## src/rtl/dmem_access_ctrl.sv

```systemverilog
// Data-memory port sequencer: arbitrates the MEM-stage load/store against an external requester.
// Optional external port and starvation arbitration are enabled by defining DMEM_EXT_PORT_EN.
module dmem_access_ctrl #(
  parameter int ADDR_W     = 32,
  parameter int DATA_W     = 32,
  parameter int STARVE_MAX = 4
) (
  input  logic              clk,
  input  logic              rst,
  input  logic              MemReadM,
  input  logic              MemWriteM,
  input  logic [ADDR_W-1:0] ALUResultM,
  input  logic [DATA_W-1:0] WriteDataM,
  input  logic              pipe_hold,
  output logic              StallM,
  output logic [DATA_W-1:0] ReadDataM,
  input  logic              ext_req,
  input  logic              ext_we,
  input  logic [ADDR_W-1:0] ext_addr,
  input  logic [DATA_W-1:0] ext_wdata,
  output logic              ext_gnt,
  output logic              ext_done,
  output logic [DATA_W-1:0] ext_rdata,
  output logic              mem_en,
  output logic              mem_we,
  output logic [ADDR_W-1:0] mem_addr,
  output logic [DATA_W-1:0] mem_wdata,
  input  logic [DATA_W-1:0] mem_rdata,
  input  logic              mem_ready
);

  // state | meaning
  // IDLE  | no access in flight; arbitration happens here
  // CORE  | MEM-stage command on the memory port, waiting for mem_ready
  // EXT   | external command on the memory port, waiting for mem_ready
  typedef enum logic [1:0] {
    IDLE = 2'd0,
    CORE = 2'd1
`ifdef DMEM_EXT_PORT_EN
    , EXT = 2'd2
`endif
  } state_t;

  state_t              state_q, state_d;
  logic                mem_we_q, mem_we_d;
  logic [ADDR_W-1:0]   mem_addr_q, mem_addr_d;
  logic [DATA_W-1:0]   mem_wdata_q, mem_wdata_d;
  logic [DATA_W-1:0]   rdata_q, rdata_d;
  logic                done_hold_q, done_hold_d;
  logic                core_req, core_cpl;

  assign core_req = (MemReadM | MemWriteM) & ~done_hold_q;
  assign core_cpl = (state_q == CORE) & mem_ready;

`ifdef DMEM_EXT_PORT_EN
  localparam int CNT_W = $clog2(STARVE_MAX + 1);

  logic [CNT_W-1:0]  starve_q, starve_d;
  logic              ext_done_q, ext_done_d;
  logic [DATA_W-1:0] ext_rdata_q, ext_rdata_d;
  logic              ext_gnt_c, ext_cpl, ext_wins;

  assign ext_cpl  = (state_q == EXT) & mem_ready;
  assign ext_wins = ext_req & (starve_q == CNT_W'(STARVE_MAX));
`endif

  always_comb begin
    state_d     = state_q;
    mem_we_d    = mem_we_q;
    mem_addr_d  = mem_addr_q;
    mem_wdata_d = mem_wdata_q;
    rdata_d     = rdata_q;
    // Remember a finished access while the pipeline is frozen elsewhere so it is not re-issued
    done_hold_d = pipe_hold & (done_hold_q | core_cpl);
`ifdef DMEM_EXT_PORT_EN
    ext_gnt_c   = 1'b0;
    ext_done_d  = ext_cpl;
    ext_rdata_d = (ext_cpl && !mem_we_q) ? mem_rdata : ext_rdata_q;
    starve_d    = starve_q;
    if (!ext_req || ext_cpl) begin
      starve_d = '0;
    end else if (core_cpl && starve_q != CNT_W'(STARVE_MAX)) begin
      starve_d = starve_q + 1'b1;
    end
`endif

    case (state_q)
      IDLE: begin
`ifdef DMEM_EXT_PORT_EN
        if (core_req && !ext_wins) begin
`else
        if (core_req) begin
`endif
          state_d     = CORE;
          mem_we_d    = MemWriteM;
          mem_addr_d  = ALUResultM;
          mem_wdata_d = WriteDataM;
`ifdef DMEM_EXT_PORT_EN
        end else if (ext_req) begin
          state_d     = EXT;
          ext_gnt_c   = 1'b1;
          mem_we_d    = ext_we;
          mem_addr_d  = ext_addr;
          mem_wdata_d = ext_wdata;
`endif
        end
      end
      CORE: begin
        if (mem_ready) begin
          state_d = IDLE;
          if (!mem_we_q) rdata_d = mem_rdata;
        end
      end
`ifdef DMEM_EXT_PORT_EN
      EXT: begin
        if (mem_ready) state_d = IDLE;
      end
`endif
      default: state_d = IDLE;
    endcase
  end

  always_ff @(posedge clk) begin
    if (rst) begin
      state_q     <= IDLE;
      mem_we_q    <= 1'b0;
      mem_addr_q  <= '0;
      mem_wdata_q <= '0;
      rdata_q     <= '0;
      done_hold_q <= 1'b0;
`ifdef DMEM_EXT_PORT_EN
      starve_q    <= '0;
      ext_done_q  <= 1'b0;
      ext_rdata_q <= '0;
`endif
    end else begin
      state_q     <= state_d;
      mem_we_q    <= mem_we_d;
      mem_addr_q  <= mem_addr_d;
      mem_wdata_q <= mem_wdata_d;
      rdata_q     <= rdata_d;
      done_hold_q <= done_hold_d;
`ifdef DMEM_EXT_PORT_EN
      starve_q    <= starve_d;
      ext_done_q  <= ext_done_d;
      ext_rdata_q <= ext_rdata_d;
`endif
    end
  end

  assign StallM    = core_req & ~core_cpl;
  assign ReadDataM = (core_cpl && !mem_we_q) ? mem_rdata : rdata_q;
  assign mem_en    = (state_q != IDLE);
  assign mem_we    = mem_we_q;
  assign mem_addr  = mem_addr_q;
  assign mem_wdata = mem_wdata_q;

`ifdef DMEM_EXT_PORT_EN
  assign ext_gnt   = ext_gnt_c & ~rst;
  assign ext_done  = ext_done_q;
  assign ext_rdata = ext_rdata_q;
`else
  logic unused_ext;
  assign unused_ext = ^{ext_req, ext_we, ext_addr, ext_wdata} ^ (STARVE_MAX < 1);
  assign ext_gnt    = 1'b0;
  assign ext_done   = 1'b0;
  assign ext_rdata  = '0;
`endif

endmodule

```

## config.mk

```make
export PLATFORM = sky130hd
export DESIGN_NAME = dmem_access_ctrl
export DESIGN_NICKNAME = d
export VERILOG_FILES = /design/src/rtl/dmem_access_ctrl.sv
export SDC_FILE = /design/constraint.sdc
export NUM_CORES = 1
export LEC_CHECK = 0
export ABC_AREA = 1
export CORE_MARGIN = 8
export CORE_UTILIZATION = 37
export DETAILED_ROUTE_END_ITERATION = 10
export PLACE_DENSITY = 0.87
export SLEW_MARGIN = 20
export SYNTH_ARGS = -nofsm -noshare
export SYNTH_HDL_FRONTEND = slang
export SYNTH_SLANG_ARGS = --single-unit
```

## constraint.sdc

```tcl
create_clock -name clk -period 2.5 [get_ports clk]
set_input_delay 0.375 -clock clk [delete_from_list [all_inputs] [get_ports clk]]
set_output_delay 0.375 -clock clk [all_outputs]
set_load 0.05 [all_outputs]
```

### Word level (Yosys, flattened, before mapping)

Cells that the tools add are included.

* bits of input ports: 168
* bits in read-only memories: 0
* logic and storage cells: 29
* bits in latches: 0
* output and inout bits: 133
* memories: 0
* RAM bits: 0
* register bits after elaboration: 100

* $mul: 0
* add/sub/neg operators: 0
* $lt $le $gt $ge: 0
* divide/modulo/power cells: 0
* multiplexer cells: 4
* reductions and logical operators: 7
* bitwise operators: 9
* shifts and indexed selects: 0
* eq/ne operators: 3

Operator list (count)
* two-way mux 32 bit: 1
* AND 1 bit: 4
* two-way mux 2 bit: 2
* inequality test 2 bit, second input constant: 2
* one-hot mux 2 bit (2 select lines): 1
* AND reduction 2 bit: 2
* NOT 1 bit: 3
* AND reduction 3 bit: 1
* equality test 2 x 1 -> 1 bit, second input constant: 1
* zero test 2 bit: 1
* OR 1 bit: 2
* nonzero test 2 bit: 1
* logical AND 1 bit: 1
* zero test 1 bit: 1

### Logic depth before layout (Yosys ltp)

Gate-level depths: netlist of the first run.

* word-level depth: 4
* gate-level depth with buffers: 7
* mapped depth without buffers: 5

### Worst setup path after synthesis of the first run

Ideal clock, no wire load.

* kind: register to output
* start point: register state_q[0]
* end point: output port ReadDataM[10]
* stages on the path, launching flop included: 6
* path slack: 0.562 ns
* data required time: 2.125 ns
* arrival: 1.563 ns
* path buffers: 1
* cells stage by stage: dfxtp_1 > nand2_2 > nor2_4 > buf_6 > nand2_1 > nand2_1

* word-level cells in the longest chain between the ends: 4

Ends and longest elaborated chain
* from (decl): RTL line 44 `state_t state_q, state_d;`
* from (signal assigned): RTL line 137 `state_q <= state_d;`
* equality test 2 x 1 -> 1 bit: RTL line 53 `assign core_cpl = (state_q == CORE) & mem_ready;`
* AND 1 bit: RTL line 53
* logical AND 1 bit: RTL line 152 `assign ReadDataM = (core_cpl && !mem_we_q) ? mem_rdata : rdata_q;`
* two-way mux 32 bit: RTL line 152
* to (decl): RTL line 16 `output logic [DATA_W-1:0] ReadDataM,`

Every way passes these cells.

### Worst setup path in the final report of the first run

* start point: input port mem_ready
* end point: output port ReadDataM[28]

* word-level cells in the longest chain between the ends: 3

Ends and longest elaborated chain
* from (decl): RTL line 29 `input logic mem_ready`
* AND 1 bit: RTL line 53
* logical AND 1 bit: RTL line 152
* two-way mux 32 bit: RTL line 152

Every way passes these cells.

==> metrics, run 1 <==
status finished, final reports clean; Lkg Pwr 2.62 nW; Power per Cell Area 634 nW/um^2; critical path capture point type output pin; hold_ws 0.464 ns; Post-Synthesis Cell Area 4000 um^2; maximum number of pins on one net before global-route repair 100; Placer Congestion 0.755; Reg power frac 42.8%; Yosys Warn Count 0; hold path depth 2; min-delay worst type flip-flop to flip-flop; Crit Path Class input pin to output pin; die area 14400 um^2; worst-path fanout max 32; fin crit share 82.2%; Worst setup SP type input pin; Critical Path RT 2.12 ns; final setup fails 0; Clock Tree Buf Depth 2; CTS tree yes; unrepaired setup endpoints after global routing false; clk_skew 0.00946 ns; Port-buffer cells 200; GRT Util Overall 16.6%; worst-margin pin slew 0.543 ns; P_sw 1.48 mW; Yosys reg bits 99; Skew-Pair Late Insertion Delay 0.35 ns; clock slew at reported path FFs 0.09 ns; setup bufs post-CTS 0; Peak VDD IR 0.513 mV; IO Pins 301; Cell Int Power 2.58 mW; Die Y 120 um; clock share of power 22.2%; max-cap violations 0; syn_area_per_cell 7.83 um^2; total congestion overflow 0; final hold vios 0; FMAX 487 MHz; vias in the first global route 3821; reg-to-reg setup timing slack 0.86 ns; dpl hpwl 9.05 mm; routed wire length 12.3 mm; CTS Buf Count 9; share of cells above drive strength 1 9.21%; Synth-to-Final Area Change 59.8%; Routed Antenna Nets 0; drt via density 4.64; initial antenna violation count 0; # hold bufs at CTS 0; H-tree depth 3; first-pass iteration count of the detailed router 4; CTS sink count 99; routed len/inst 14.7 um; FF-to-FF path depth 6; diodes inserted 0; Switching Share 36.4%; root buffer cell clkbuf_8; Filler cells 947; via count 3875; Site Rows 38; initial drt markers 259; layout net count 859; Core ar. 10700 um^2; Syn Inst Count 511; Slew Viols, Final 0; Comb pwr share 35.1%; first-pass GRT wire length 19.4 mm; worst rel slew slack 63.7%; Tmin final 2.06 ns; initial core utilization 37.4%; Synth cell types 16; DRC 0; sequential fraction of the synthesis area 49.5%; arrival time of the worst setup path 1.68 ns; chip width 120 um; cts repair resizes 0; Setup TNS 0 ns
## power groups by stage
stage,logic (mW),registers (mW),clock network (mW)
after floorplan,0.609,2.06,0
after global placement,1.42,1.76,0
final,1.42,1.73,0.901
after global routing,1.50,1.75,1.01
after CTS,1.43,1.74,0.943
after detailed placement,1.43,1.77,0
## metal layers
layer / share of wire, % / GRT usage (%)
met5: 0 / 0
met3: 9.5 / 6.58
met4: 2.1 / 6.40
met2: 50 / 29.2
met1: 38 / 17.5
## kinds of logic after synthesis
group | Yosys count | synth area share, %
DFF | 99 | 49.5
and+or+nand+nor | 236 | 24.9
AOI/OAI and AO/OA | 98 | 12.3
buffers and inverters | 77 | 13.2
other | 1 | 0.0937
## area by class of cell
class,count,area (um^2),area share (%)
Tap cell,140,175,2.74
Clock buffer,9,124,1.94
Timing Repair Buffer,208,2440,38.1
Inverter,5,18.8,0.293
Clock inverter,6,41.3,0.646
Sequential cell,99,1980,31.0
Multi-Input combinational cell,368,1620,25.3
## cells in the mapped netlist (all sizes together)
library cell  number  area share (%)
nor2               3            0.66
buf               63              12
and2               1            0.16
dfxtp             99              50
clkinv             1           0.094
nor3b              1            0.19
nand2            167              16
a21oi             98              12
clkbuf             9            0.84
nand3             64             8.0
conb               1           0.094
inv                4            0.38
## worst paths after layout
| path | start | endpoint |
|---|---|---|
| min reg2reg | mem_wdata[1] | mem_wdata[1] |
| max reg2reg | state_q[0] | mem_wdata[11] |
| max | mem_ready | ReadDataM[28] |
| min | mem_wdata[1] | mem_wdata[1] |
## metrics by stage
step                      util (%)  worst slack, ns  power (mW)  area, um^2  std cells
after detailed placement      58.2            0.435        3.20        6230        820
after global placement        58.2            0.486        3.18        6230        820
after CTS                     59.8            0.435        4.11        6400        835
after global routing          59.8            0.351        4.25        6400        835
final                         59.8            0.445        4.06        6400        835
after floorplan                  -            0.562        2.67        4130        544
## flip-flops by register name, summed over array words and instances, names as in the netlist
signal,cells
mem_we,1
state_q,1
done_hold_q,1
mem_addr,32
rdata_q,32
mem_wdata,32
## critical path: stages
cell and delay [ns]:
clkdlybuf4s50_1 0.50, nand2_2 0.09, inv_1 0.09, nand2_1 0.08, buf_12 0.17, nand2_1 0.10
nand2_1 0.10, buf_12 0.16
## layout by cell type, fill, tap and decap left out
cell and n:
clkdlybuf4s50_1 166, nand2_1 162, dfxtp_1 99, a21oi_1 98, nand3_1 64, buf_12 37, conb_1 34, clkbuf_8 9
nand2_2 5, inv_1 4, buf_4 4, clkinv_2 3, nor2_4 2, inv_6 2, nor2_1 1, clkinv_1 1
and2_1 1, nor3b_1 1, clkinv_4 1, buf_2 1
Power figures use the tool's default switching activity.
==> run 2: changes to the inputs <==
- CORE_UTILIZATION: 37 -> 34
- PLACE_DENSITY: 0.87 -> 0.81
- clock period: 2.5 -> 2.1 ns (I/O delays scaled with it)
==> run 2 against run 1 <==
Compared with the run above: clock skew down 0.0037 ns; via count increased by 1.1%; first-iteration DRC count is 24% lower; worst setup slack lost 0.29 ns; die area increased by 7.6%; global-route usage decreased by 1.1 points; utilization decreased by 2.6 points; critical endpoint is now ReadDataM[12]; highest routed layer unchanged.
==> metrics, run 2 (synthesized netlist as in run 1, its figures left out) <==
R2R Path Start state_q[0] (unchanged); GR Layer Usage met1 16.2% (was 17.5%); dpl hpwl 8.91 mm (was 9.05 mm); most common cell after layout, fill and taps aside clkdlybuf4s50_1 (unchanged); pre-CTS setup slack 0.155 ns (was 0.435 ns); Setup TNS 0 ns (unchanged); reg-to-reg setup timing slack 0.80 ns (was 0.86 ns); Hold Crit Start mem_wdata[12] (was mem_wdata[1]); clk_skew 0.00573 ns (was 0.00946 ns); multi-input logic area 1620 um^2 (unchanged); drt via density 4.67 (was 4.64); share of cells above drive strength 1 9.05% (was 9.21%); total congestion overflow 0 (unchanged); vias in the first global route 3728 (was 3821); Filler cells 1002 (was 947); setup bufs post-CTS 0 (unchanged); WHS Endpoint mem_wdata[12] (was mem_wdata[1]); GRT Max-Usage Layer met2 (unchanged); reg2reg end mem_wdata[13] (was mem_wdata[11]); Worst setup SP type input pin (unchanged); initial drt markers 196 (was 259); met2 usage in global routing 25.9% (was 29.2%); CP Cell Sequence clkdlybuf4s50_1 -> nand2_2 -> inv_1 -> nand2_1 -> buf_12 -> nand2_1 -> nand2_1 -> buf_12 (unchanged); CTS Buf Count 9 (unchanged); # hold bufs at CTS 0 (unchanged); hold_ws 0.458 ns (was 0.464 ns); worst rel slew slack 63.1% (was 63.7%); root buffer cell clkbuf_16 (was clkbuf_8); min-delay worst type flip-flop to flip-flop (unchanged); Port-buffer cells 200 (unchanged); Core Util, Final 57.1% (was 59.8%); Power per Cell Area 820 nW/um^2 (was 634 nW/um^2); Tmin final 1.95 ns; max-cap violations 0 (unchanged); routed wire length 12.5 mm (was 12.3 mm); CTS tree yes (unchanged); maximum number of pins on one net before global-route repair 100 (unchanged); non-filler cells, final 839 (was 835); Placed Instances 823 (was 820); worst-margin pin slew 0.552 ns (was 0.543 ns); Core ar. 11500 um^2 (was 10700 um^2); CP peak stage delay 0.51 ns (was 0.50 ns); initial antenna violation count 0 (unchanged); Critical Path RT 1.78 ns (was 2.12 ns); Synth-to-Final Area Change 63.7% (was 59.8%); via count 3919 (was 3875); Skew-Pair Late Insertion Delay 0.34 ns (was 0.35 ns); status finished, final reports clean (unchanged); die area 15500 um^2 (was 14400 um^2); first-pass GRT wire length 19.7 mm (was 19.4 mm); cts repair resizes 0 (unchanged); hold path depth 2 (unchanged); chip width 125 um (was 120 um); cell mode on critical path nand2_1 (unchanged); fin crit share 92.6%; arrival time of the worst setup path 1.63 ns (was 1.68 ns); placed cell areas 6260 um^2 (was 6230 um^2); Clock Tree Buf Depth 2 (unchanged); IO Pins 301 (unchanged); Crit Path Class input pin to output pin (unchanged); FMAX 514 MHz; first-pass iteration count of the detailed router 4 (unchanged); clock slew at reported path FFs 0.06 ns (was 0.09 ns); FF-to-FF path depth 5 (was 6); design area 6550 um^2 (was 6400 um^2); Pwr Total 5.37 mW (was 4.06 mW); Final WS setup 0.155 ns (was 0.445 ns); Placer Congestion 0.733 (was 0.755); CP max stage cell clkdlybuf4s50_1 (unchanged); most frequent cells in the layout 166 x clkdlybuf4s50_1, 162 x nand2_1, 99 x dfxtp_1 (unchanged); critical path capture point type output pin (unchanged); unrepaired setup endpoints after global routing false (unchanged); Die Y 125 um (was 120 um); Register Area 1980 um^2 (unchanged); worst-path fanout max 32 (unchanged); Peak VDD IR 0.524 mV (was 0.513 mV); Lkg Pwr 2.69 nW (was 2.62 nW); met3 Resource Use GR 7.15% (was 6.58%); CTS sink count 99 (unchanged); H-tree depth 3 (unchanged); Routed Antenna Nets 0 (unchanged); routed len/inst 14.9 um (was 14.7 um); Slew Viols, Final 0 (unchanged); initial core utilization 34.9% (was 37.4%); final hold vios 0 (unchanged); layout net count 859 (unchanged); diodes inserted 0 (unchanged); GRT Util Overall 15.5% (was 16.6%); Site Rows 39 (was 38); DRC 0 (unchanged); final setup fails 0 (unchanged)
## run 2: changes by cell type in the layout (fill, tap and decap cells not counted)
| cell | change |
|---|---|
| buf_12 | +2 |
| clkbuf_8 | -5 |
| clkbuf_1 | +2 |
| clkinv_2 | -2 |
| buf_4 | -2 |
| clkbuf_16 | +9 |
| clkinv_4 | -1 |
| inv_6 | -2 |
## run 2: power breakdown
group / switching, mW / internal (mW) / total (mW)
Sequential: 0.0588 / 2.01 / 2.07
Clock: 0.673 / 0.933 / 1.61
Combinational: 1.06 / 0.647 / 1.70
Total: 1.79 / 3.59 / 5.37
## run 2: worst max path at each step
stage	start	endpoint	slack, ns
CTS	state_q[0]	mem_en	0.12
detailed placement	mem_ready	ReadDataM[2]	0.15
global route	state_q[0]	mem_en	0.08
finish	mem_ready	ReadDataM[12]	0.15
floorplan	state_q[0]	ReadDataM[10]	0.22
global placement	mem_ready	ReadDataM[4]	0.16
## run 2: worst max-delay path, delay by kind of cell
kind | cells | cell delay [ns]
buffers and inverters | 4 | 0.94
AND/OR/NAND/NOR | 4 | 0.37
## run 2: layout make-up
type                       count  share of cell area [%]
sequential                    99                    30.2
timing repair buffer         208                    37.6
inverter                       5                   0.286
multi-input combinational    368                    24.7
clock buffer                  15                    4.39
tap                          143                    2.73
clock inverter                 1                  0.0764
## run 2: layer usage
metal | wire [um] | share of wire (%)
met1 | 4780 | 38
met2 | 6250 | 50
met3 | 1120 | 9.0
met4 | 316 | 2.5
met5 | 0 | 0
